### src/rtl/cpu_pkg.sv
// Shared CPU datapath definitions: address width, reset PC and address type.
package cpu_pkg;

  localparam int ADDR_W = 32;
  localparam logic [ADDR_W-1:0] RESET_PC = 32'h0000_0000;

  typedef logic [ADDR_W-1:0] addr_t;

endpackage

### src/rtl/pc_reg_if.sv
// Next-PC / current-PC bus between the next-address logic and the PC register.
interface pc_reg_if #(
  parameter int WIDTH = cpu_pkg::ADDR_W
);

  logic [WIDTH-1:0] data_in;
  logic [WIDTH-1:0] data_out;

  modport master (output data_in, input data_out);
  modport slave  (input data_in, output data_out);

endinterface

### src/rtl/dff_sr.sv
// Generic WIDTH-bit D flip-flop with synchronous active-low reset to RST_VAL.
module dff_sr #(
  parameter int               WIDTH   = 32,
  parameter logic [WIDTH-1:0] RST_VAL = '0
) (
  input  logic             clk,
  input  logic             rst,
  input  logic [WIDTH-1:0] d,
  output logic [WIDTH-1:0] q
);

  logic [WIDTH-1:0] q_d, q_q;

  always_comb begin
    q_d = d;
  end

  always_ff @(posedge clk) begin
    if (!rst) q_q <= RST_VAL;
    else      q_q <= q_d;
  end

  assign q = q_q;

endmodule

### src/rtl/pc_reg.sv
// Program-counter register: captures next-PC each rising edge, sync active-low reset.
// Optional macro PC_ALIGN_EN forces the captured value and reset vector word aligned.
module pc_reg
  import cpu_pkg::*;
#(
  parameter int               WIDTH        = ADDR_W,
  parameter logic [WIDTH-1:0] RESET_VECTOR = RESET_PC
) (
  input  logic    clk,
  input  logic    rst,
  pc_reg_if.slave bus
);

`ifdef PC_ALIGN_EN
  localparam logic [WIDTH-1:0] ALIGN_MASK = {{(WIDTH-2){1'b1}}, 2'b00};
`else
  localparam logic [WIDTH-1:0] ALIGN_MASK = {WIDTH{1'b1}};
`endif

  // The reset vector goes through the same mask so a reset PC is always fetchable.
  localparam logic [WIDTH-1:0] RST_PC = RESET_VECTOR & ALIGN_MASK;

  logic [WIDTH-1:0] pc_d;
  logic [WIDTH-1:0] pc_q;

  always_comb begin
    pc_d = bus.data_in & ALIGN_MASK;
  end

  dff_sr #(
    .WIDTH   (WIDTH),
    .RST_VAL (RST_PC)
  ) u_pc_ff (
    .clk (clk),
    .rst (rst),
    .d   (pc_d),
    .q   (pc_q)
  );

  assign bus.data_out = pc_q;

endmodule

### src/flat_wrapper.sv
// flat-port wrapper written by rule: the top's interface ports become plain ports
module pc_reg_flat import cpu_pkg::*;
#(
  parameter int               WIDTH        = ADDR_W,
  parameter logic [WIDTH-1:0] RESET_VECTOR = RESET_PC
)
  (clk, rst, bus_data_in, bus_data_out);
  pc_reg_if #(.WIDTH(WIDTH)) bus_i ();
  input  logic clk;
  input  logic rst;
  input wire logic [$bits(bus_i.data_in)-1:0] bus_data_in;
  output wire logic [$bits(bus_i.data_out)-1:0] bus_data_out;
  assign bus_i.data_in = bus_data_in;
  assign bus_data_out = bus_i.data_out;
  pc_reg #(.WIDTH(WIDTH), .RESET_VECTOR(RESET_VECTOR)) u_core (.clk(clk), .rst(rst), .bus(bus_i));
endmodule
### config.mk
export PLATFORM = sky130hd
export DESIGN_NAME = pc_reg_flat
export DESIGN_NICKNAME = d
export VERILOG_FILES = /design/src/rtl/cpu_pkg.sv /design/src/rtl/pc_reg_if.sv /design/src/rtl/dff_sr.sv /design/src/rtl/pc_reg.sv /design/src/flat_wrapper.sv
export SDC_FILE = /design/constraint.sdc
export NUM_CORES = 1
export LEC_CHECK = 0
export BUFFER_PORTS_ARGS = -buffer_cell sky130_fd_sc_hd__clkbuf_2
export CORE_AREA = 2 2 52 54
export DETAILED_ROUTE_END_ITERATION = 12
export DIE_AREA = 0 0 54 56
export GPL_TIMING_DRIVEN = 0
export PLACE_DENSITY_LB_ADDON = 0.1
export SLEW_MARGIN = 20
export SYNTH_ARGS = -nofsm -noshare
export SYNTH_HDL_FRONTEND = slang
export SYNTH_SLANG_ARGS = --single-unit
### constraint.sdc
create_clock -name clk -period 0.8 [get_ports clk]
set_clock_uncertainty 0.2 [all_clocks]
set_input_delay 0.12 -clock clk [delete_from_list [all_inputs] [get_ports clk]]
set_output_delay 0.12 -clock clk [all_outputs]
set_load 0.01 [all_outputs]
==> key figures <==
Final layout
  – Commonest non-fill, non-tap cell in the layout: clkbuf_2
  – Layout cells sized above 1: 87.1%
  – Diode count: 0
  – P&R area growth vs syn: 60.5%
  – Most frequent cells in the layout: clkbuf_2 (37), and2_2 (32), buf_6 (16), dfxtp_2 (16), dfxtp_1 (16)
  – Number of flip-flops in the largest register: 32
  – Layout Cells excl Fill: 170
  – Final #Nets: 173
  – Final instance area: 1440 sq um

GRT
  – Antenna violations before repair: 0
  – Vias in the first global route: 602
  – First-pass GRT wire length: 2480 microns
  – Gr ovfl total: 0
  – Largest net degree at the start of global routing: 11
  – GRT Overall Usage: approximately an eighth

Worst setup path
  – Crit-path cells: buf_6
  – Max stage delay on crit path: roughly 330 ps
  – Critical path class: reg -> out
  – Max FO, Critical Path: 1
  – CP startpoint kind: flip-flop
  – Crit path capture type: primary output
  – Buf/Inv on CP: 1
  – Delay-heaviest family, CP: flip-flops
  – Crit path arrival time: 760 ps
  – Slowest cell on the critical path: dfxtp_2
  – Cell depth of the worst setup path: 1
  – Worst EP required: 480 ps

Job
  – Max_cap viols: 0

STA
  – Setup violators final: 32
  – Fin crit share: 135%
  – Max Slew Vio Count: 0
  – Hold slack: -191 ps
  – Post-route minimum period: 1080 ps
  – RSZ-0062 raised after global routing: true
  – Fmax: 928 MHz
  – Final hold viol count: 32
  – Worst-Margin Slew: 141 ps
  – Final setup margin: -277 ps
  – Max-slew headroom: ~91%

Placed design
  – Dpl ws: -126 ps
  – # port buffers: 65
  – Placed Instances: 162
  – Placed Instance Area: 1260 sq um
  – Routability congestion estimate: 0.623
  – DP HPWL: between 1000 and 1500 microns

Power and ir drop
  – Clock power frac: 31.1%
  – Reg power frac: 57.6%
  – P_int: approximately 2.3 mW
  – Pwr/cell area: 2070 nW/um^2
  – LEAKAGE: roughly 0.73 nW
  – Switching portion of total power: 21.5%
  – Combinational fraction of design power: a little under an eighth
  – NetSw: 0.639 mW
  – Worst ir drop on vdd: between 1500 and 2000 uV

Detailed routing
  – Drt total wl: approximately 1700 microns
  – Vias: 683
  – Post-route ant nets: 0
  – DRT Pass-1 Iters: 2
  – Drt wl/cell: 10.0 microns
  – Drt initial violations: 4
  – DRC: 0
  – DR vias/cell: ~4.0

CTS
  – CTS buffer count: 5
  – H-tree depth: 2
  – Clk buf depth: 2
  – Clk root buf: clkbuf_4
  – CTS tree: done
  – CTS Sinks: 32
  – Clock transition at path regs: 90 ps
  – Total setup buffers inserted after CTS: 0

Outcome
  – Status: finished, violations left
  – Violated checks: hold timing, setup timing

Logic synthesis
  – Top cells by area, synth: dfxtp_1 (72%), and2_2 (27%), clkbuf_2 (1.7%)
  – Sequential element share of the synthesized area: a little under three quarters
  – Synth area leader: dfxtp_1
  – Post-Syn Instances: 67
  – Synthesized Nets: 101
  – Post-Synthesis Mean Instance Area: 13.4 sq um
  – Mapped Area: approximately 900 sq um
  – Synth Warn #: 0
  – Yosys reg bits: 32
  – Post-synth top area share: between 70 and 80%
  – Yosys cell types: 3

Hold path
  – Hold Path Sink: u_core.u_pc_ff.q[27]
  – Worst Hold Depth: 2
  – Hold Path Origin: bus_data_in[27]
  – Worst hold path class: in -> reg

Floorplanning
  – Die ar.: approximately 3000 sq um
  – Die Width: 54 microns
  – I/O Pins: 66
  – Core Footprint: around 2400 sq um
  – Starting Density: between 30% and 40%
  – Row count: 18
  – Die Y: 56 microns
==> metrics by stage <==
| step | total power, mW | TNS, ps | util [%] |
|---|---|---|---|
| after floorplan | 1.86 | 0 | - |
| after global placement | 2.02 | -2900 | 51.7 |
| after detailed placement | 2.03 | -3490 | 51.7 |
| after CTS | 2.97 | -9610 | 54.3 |
| after global routing | 3.14 | -10260 | 59.1 |
| final | 2.98 | -8560 | 59.1 |
==> per-layer routing <==
layer	vias to the layer above	part of all wire [%]	global-route usage (%)
li1	343	-	-
met1	293	35	11.4
met2	41	49	17.9
met3	6	14	9.41
met4	0	2.2	6.43
met5	-	0	0
==> power groups by stage <==
stage               registers (mW)  clock network [mW]  logic, mW
detailed placement            1.74                   0      0.296
global placement              1.73                   0      0.291
CTS                           1.70               0.968      0.297
global route                  1.72                1.05      0.371
finish                        1.71               0.925      0.339
floorplan                     1.78                   0     0.0817
==> cells in the mapped netlist (all sizes together) <==
| library cell | count |
|---|---|
| dfxtp | 32 |
| clkbuf | 3 |
| and2 | 32 |
==> worst max-delay path by stage <==
stage | start | to | slack [ps]
floorplan | rst | u_core.u_pc_ff.q[0] | 80
global placement | rst | u_core.u_pc_ff.q[9] | -100
detailed placement | rst | u_core.u_pc_ff.q[14] | -130
CTS | u_core.u_pc_ff.q[6] | bus_data_out[6] | -310
global route | u_core.u_pc_ff.q[8] | bus_data_out[8] | -330
finish | u_core.u_pc_ff.q[4] | bus_data_out[4] | -280
==> kinds of logic (layout without fill, tap and decap cells) <==
group,Yosys count,in the layout,synth area share (%)
flops,32,32,71.5
buf+inv,3,76,1.68
simple gates,32,32,26.8
==> what timing repair did <==
item / CTS / global route
hold endpoints to repair: 32 / 32
setup endpoints to repair: 32 / 32
cloned: 0 / 0
resized for setup: 3 / 60
==> layout make-up <==
cell class | instances | area [sq um]
Tap cell | 30 | 37.5
Fill cell | 218 | 995
Timing Repair Buffer | 65 | 425
Buffer | 3 | 15.0
Multi-Input combinational cell | 32 | 240
Sequential cell | 32 | 661
Clock buffer | 8 | 58.8
No activity file was read; power rests on OpenSTA's default activity.
